`src/rtl/mem_arb_pkg.sv`:
```
// Shared types and limits for the CPU/DMA memory bus arbiter.
package mem_arb_pkg;

  typedef enum logic [1:0] {
    IDLE,
    ACCESS,
    DONE
  } arb_state_t;

  typedef enum logic {
    REQ_CPU,
    REQ_DMA
  } requester_t;

  localparam int unsigned MAX_WAIT_STATES = 7;
  localparam int unsigned WAIT_W = $clog2(MAX_WAIT_STATES + 1);

  // Clamp a requested wait-state count into the counter's range.
  function automatic logic [WAIT_W-1:0] clamp_wait(input int unsigned ws);
    if (ws > MAX_WAIT_STATES) begin
      return WAIT_W'(MAX_WAIT_STATES);
    end
    return WAIT_W'(ws);
  endfunction

endpackage

```
`src/rtl/arb_rr2.sv`:
```
// Two-way round-robin pick: the requester that did not win last time wins a tie.
module arb_rr2
  import mem_arb_pkg::*;
(
  input  logic       clk,
  input  logic       rst,
  input  logic       req_cpu,
  input  logic       req_dma,
  input  logic       advance,
  output requester_t winner
);

  requester_t last_grant_q;

  always_comb begin
    winner = REQ_DMA;
    if (req_cpu && req_dma) begin
      if (last_grant_q == REQ_DMA) begin
        winner = REQ_CPU;
      end else begin
        winner = REQ_DMA;
      end
    end else if (req_cpu) begin
      winner = REQ_CPU;
    end
  end

  // Reset to DMA so the CPU takes the first tie after reset.
  always_ff @(posedge clk or posedge rst) begin
    if (rst) begin
      last_grant_q <= REQ_DMA;
    end else if (advance) begin
      last_grant_q <= winner;
    end
  end

endmodule

```
`src/rtl/mem_bus_arbiter.sv`:
```
// Shares one synchronous single-port RAM between the CPU and a read-only DMA port.
// Handshake: a requester holds addr/data/request until it sees its one-cycle ready pulse.
module mem_bus_arbiter
  import mem_arb_pkg::*;
#(
  parameter int unsigned WAIT_STATES = 0,
  parameter logic [15:0] ROM_BASE    = 16'hE000
) (
  input  logic        clk,
  input  logic        rst,
  input  logic [15:0] cpu_addr,
  input  logic [7:0]  cpu_wdata,
  input  logic        cpu_read,
  input  logic        cpu_write,
  output logic [7:0]  cpu_rdata,
  output logic        cpu_ready,
  input  logic [15:0] dma_addr,
  input  logic        dma_read,
  output logic [7:0]  dma_rdata,
  output logic        dma_ready,
  output logic        ram_en,
  output logic        ram_we,
  output logic [15:0] ram_addr,
  output logic [7:0]  ram_wdata,
  input  logic [7:0]  ram_rdata,
  output logic        grant_cpu,
  output logic        busy,
  output arb_state_t  state_dbg
);

  localparam logic [WAIT_W-1:0] WAIT_LOAD = clamp_wait(WAIT_STATES);

  arb_state_t        state_q;
  logic [WAIT_W-1:0] wait_q;
  logic              grant_cpu_q;
  logic              is_write_q;
  logic              ram_en_q;
  logic              ram_we_q;
  logic [15:0]       ram_addr_q;
  logic [7:0]        ram_wdata_q;
  logic              cpu_ready_q;
  logic              dma_ready_q;
  logic [7:0]        cpu_rdata_q;
  logic [7:0]        dma_rdata_q;

  logic       cpu_req;
  logic       dma_req;
  logic       advance;
  logic       pick_cpu;
  requester_t winner;

  assign cpu_req  = cpu_read | cpu_write;
  assign dma_req  = dma_read;
  assign advance  = (state_q == IDLE) && (cpu_req || dma_req);
  assign pick_cpu = (winner == REQ_CPU);

  arb_rr2 u_rr (
    .clk     (clk),
    .rst     (rst),
    .req_cpu (cpu_req),
    .req_dma (dma_req),
    .advance (advance),
    .winner  (winner)
  );

  always_ff @(posedge clk or posedge rst) begin
    if (rst) begin
      state_q     <= IDLE;
      wait_q      <= '0;
      grant_cpu_q <= 1'b0;
      is_write_q  <= 1'b0;
      ram_en_q    <= 1'b0;
      ram_we_q    <= 1'b0;
      ram_addr_q  <= '0;
      ram_wdata_q <= '0;
      cpu_ready_q <= 1'b0;
      dma_ready_q <= 1'b0;
      cpu_rdata_q <= '0;
      dma_rdata_q <= '0;
    end else begin
      cpu_ready_q <= 1'b0;
      dma_ready_q <= 1'b0;
      unique case (state_q)
        IDLE: begin
          if (advance) begin
            // A CPU read+write pair is a write; writes into the ROM window never strobe we.
            grant_cpu_q <= pick_cpu;
            is_write_q  <= pick_cpu & cpu_write;
            ram_addr_q  <= pick_cpu ? cpu_addr : dma_addr;
            ram_wdata_q <= pick_cpu ? cpu_wdata : 8'h00;
            ram_we_q    <= pick_cpu & cpu_write & (cpu_addr < ROM_BASE);
            ram_en_q    <= 1'b1;
            wait_q      <= WAIT_LOAD;
            state_q     <= ACCESS;
          end
        end
        ACCESS: begin
          if (wait_q == '0) begin
            ram_en_q    <= 1'b0;
            ram_we_q    <= 1'b0;
            cpu_ready_q <= grant_cpu_q;
            dma_ready_q <= ~grant_cpu_q;
            state_q     <= DONE;
          end else begin
            wait_q <= wait_q - 1'b1;
          end
        end
        DONE: begin
          if (grant_cpu_q && !is_write_q) begin
            cpu_rdata_q <= ram_rdata;
          end
          if (!grant_cpu_q) begin
            dma_rdata_q <= ram_rdata;
          end
          state_q <= IDLE;
        end
        default: state_q <= IDLE;
      endcase
    end
  end

  // Read data is bypassed during the ready cycle so it is visible with the pulse.
  assign cpu_rdata = (cpu_ready_q && !is_write_q) ? ram_rdata : cpu_rdata_q;
  assign dma_rdata = dma_ready_q ? ram_rdata : dma_rdata_q;

  assign cpu_ready = cpu_ready_q;
  assign dma_ready = dma_ready_q;
  assign ram_en    = ram_en_q;
  assign ram_we    = ram_we_q;
  assign ram_addr  = ram_addr_q;
  assign ram_wdata = ram_wdata_q;
  assign grant_cpu = grant_cpu_q;
  assign busy      = (state_q != IDLE);
  assign state_dbg = state_q;

endmodule

```
`config.mk`:
```
export PLATFORM = sky130hd
export DESIGN_NAME = mem_bus_arbiter
export DESIGN_NICKNAME = d
export VERILOG_FILES = /design/src/rtl/mem_arb_pkg.sv /design/src/rtl/arb_rr2.sv /design/src/rtl/mem_bus_arbiter.sv
export SDC_FILE = /design/constraint.sdc
export NUM_CORES = 1
export LEC_CHECK = 0
export ABC_AREA = 1
export BUFFER_PORTS_ARGS = -buffer_cell sky130_fd_sc_hd__clkbuf_2
export CORE_MARGIN = 10
export CORE_UTILIZATION = 35
export DETAILED_ROUTE_END_ITERATION = 8
export PLACE_DENSITY_LB_ADDON = 0.2
export SLEW_MARGIN = 5
export SYNTH_ARGS = -nofsm -noshare
export SYNTH_HDL_FRONTEND = slang
export SYNTH_HIERARCHICAL = 1
export SYNTH_SLANG_ARGS = --single-unit
```
`constraint.sdc`:
```
create_clock -name clk -period 1.6 [get_ports clk]
set_input_delay 0.16 -clock clk [delete_from_list [all_inputs] [get_ports clk]]
set_output_delay 0.16 -clock clk [all_outputs]
set_load 0.1 [all_outputs]
```
==> metrics.cfg <==
[route]
drt_iter0_markers=71
ant_nets=0
post-route-drc-count=0
routed_wl_mm=6.807
route.vias.total=2239
drtPass1Iterations=4
wire_per_inst_um=13.61
viasPerCell=4.478

[clock_network]
clockRootBuffer=clkbuf_8
ctsHtreeMaxLevel=2
clk_pin_slew_worst_paths_ns=0.09
worstSkewPairLatency_ns=0.30
clk_path_buf_depth=2
cts_made_buffers=5
cts_tree=done
clock-sinks=52

[timing]
min_period_ns=1.562
finalSetupViolations=0
worst_pin_slew_ns=0.5631
fin_worst_skew_ns=0.007401
slew_headroom_pct=62.40
final-max-slew-violation-count=0
final-hold-violation-count=0
max_freq_ghz=0.6400
finalCritPeriodShare_pct=97.65
rsz0062_at_grt=false

[die]
boundaryPins=101
die_y_um=103.9
die-area_um2=10800
dieWidth_um=103.9
start_util_pct=36.08
rows=30
core_um2=6832

[min_path]
hp-start=cpu_wdata[7]
whs_endpoint=ram_wdata[7]
hold_depth=3
worstHoldPathType=input pin to register

[finish]
nets=458
final_core_util_pct=53.92
syn_to_final_growth_pct=49.44
drive_gt1_share_pct=42.33
diodes=0

[worst_setup_path]
end_kind=primary output
startpoint_type=register
worstPathArrival_ns=1.40
critPathMaxFanout=14
reg2regPathDepth=8
worst-r2r-setup-slack_ns=0.15
r2r_end=ram_addr[6]
crit_type=register to primary output
critPathRequiredTime_ns=1.44
r2r_start=u_rr/last_grant_q

[place]
io_buffers=100
dp_hpwl_mm=5.219
routabilityCongestion=0.7426

[grt]
grtUsageMet2_pct=21.62
grt_pass1_vias=2314
use_met3_pct=2.912
grtUsageTotal_pct=12.37
grt-busiest-layer=met2
antenna_found_initial=0
grt_max_degree=49
grt_pass1_wl_mm=11.19
met1_usage_pct=14.38
grt-ovfl-total=0

[logic_synthesis]
ys_ff_latch=52
yosysSeqAreaShare_pct=52.84
synth_area_um2=2465
synth_warnings=6
syn_inst=298
ys_types=22
syn-num-nets=353
syn_avg_cell_area_um2=8.271

[job]
cap_violations=0

[run_status]
outcome=finished clean

-- per-layer routing --
layer	vias to the layer above	part of all wire (%)
met4	0	1.8
met2	41	52
li1	1157	-
met3	9	4.0
met5	-	0
met1	1032	43
-- cell usage in the layout (no fill, tap or decap), types with 7 or more instances in the layout --
cell type | synthesis | routed
o21ai_1 | 12 | 12
buf_12 | 0 | 20
or2_2 | 15 | 15
nor2_1 | 17 | 17
o21ai_0 | 45 | 37
o21ai_2 | 8 | 8
inv_1 | 27 | 25
clkbuf_2 | 1 | 83
buf_4 | 0 | 7
dfrtp_1 | 51 | 46
o21ai_4 | 0 | 8
nand2_1 | 85 | 84
a21oi_4 | 0 | 8
-- synthesized netlist by cell type (all sizes together) --
cell type   n  area [um2]
a21oi       8       40.04
buf        11       73.82
clkbuf      3       12.51
dfrtp      51        1276
dfstp       1       26.28
ha          2       25.02
inv        28       105.1
nand2      87       331.6
nand3       5       30.03
nand4       2       12.51
nor2       19       76.32
o21ai      65       355.3
or2        16       100.1
-- flip-flops by register name, summed over array words and instances (netlist names) --
signal,count
wait_q,3
ram_wdata,8
ram_addr,16
dma_rdata_q,8
cpu_rdata_q,8
dma_ready,1
grant_cpu,1
u_rr/last_grant_q,1
ram_en,1
is_write_q,1
state_dbg,2
cpu_ready,1
ram_we,1
-- what timing repair did --
| action | 4_1_cts | 5_1_grt |
|---|---|---|
| gates cloned | 0 | 0 |
| buffers inserted | 3 | 2 |
| hold buffers | 1 | 0 |
| hold endpoints to repair | 25 | 0 |
| gates resized for setup | 4 | 0 |
| endpoints found under the setup margin | 16 | 4 |
-- metrics by stage --
stage	cells	cell area, um2	hold slack (ns)	worst slack (ns)	setup TNS, ns
floorplan	298	2705	0.04970	-0.2469	-2.169
finish	500	3684	0.09407	0.03761	0
global route	500	3684	0.09995	0.003770	0
global placement	486	3531	0.1625	0.1909	0
detailed placement	486	3531	0.1675	0.1595	0
CTS	498	3669	0.08960	0.007582	0
-- worst max path at each step --
| stage | startpoint | endpoint | slack, ns | cells past startpoint |
|---|---|---|---|---|
| floorplan | dma_ready | dma_rdata[3] | -0.25 | 4 |
| global placement | u_rr/last_grant_q | ram_addr[13] | 0.19 | 7 |
| detailed placement | u_rr/last_grant_q | ram_addr[6] | 0.16 | 8 |
| CTS | dma_ready | dma_rdata[7] | 0.008 | 3 |
| global route | dma_ready | dma_rdata[7] | 0.004 | 3 |
| finish | dma_ready | dma_rdata[7] | 0.04 | 3 |
-- final cells by class --
| class | count | area, um2 |
|---|---|---|
| fillers | 661 | 3148 |
| flip-flops and latches | 52 | 1311 |
| multi-input cells | 204 | 1167 |
| repair buffers | 112 | 889.6 |
| well taps | 96 | 120.1 |
| inverters | 28 | 105.1 |
| clock buffers | 8 | 90.09 |
-- critical path, cell delays in order (launching register included) --
cell and delay [ns]:
dfrtp_4 0.57, buf_6 0.17, a21oi_4 0.17, buf_12 0.19
-- cells by family after synthesis --
family / share of synthesized area, %
simple gates: 22.34
compound gates: 16.04
flops: 52.84
buf+inv: 7.766
fa+ha+maj: 1.015
Power is left out: the tool's default activity adds up to more than one toggle a clock period on the data nets, which glitch-free logic cannot reach.
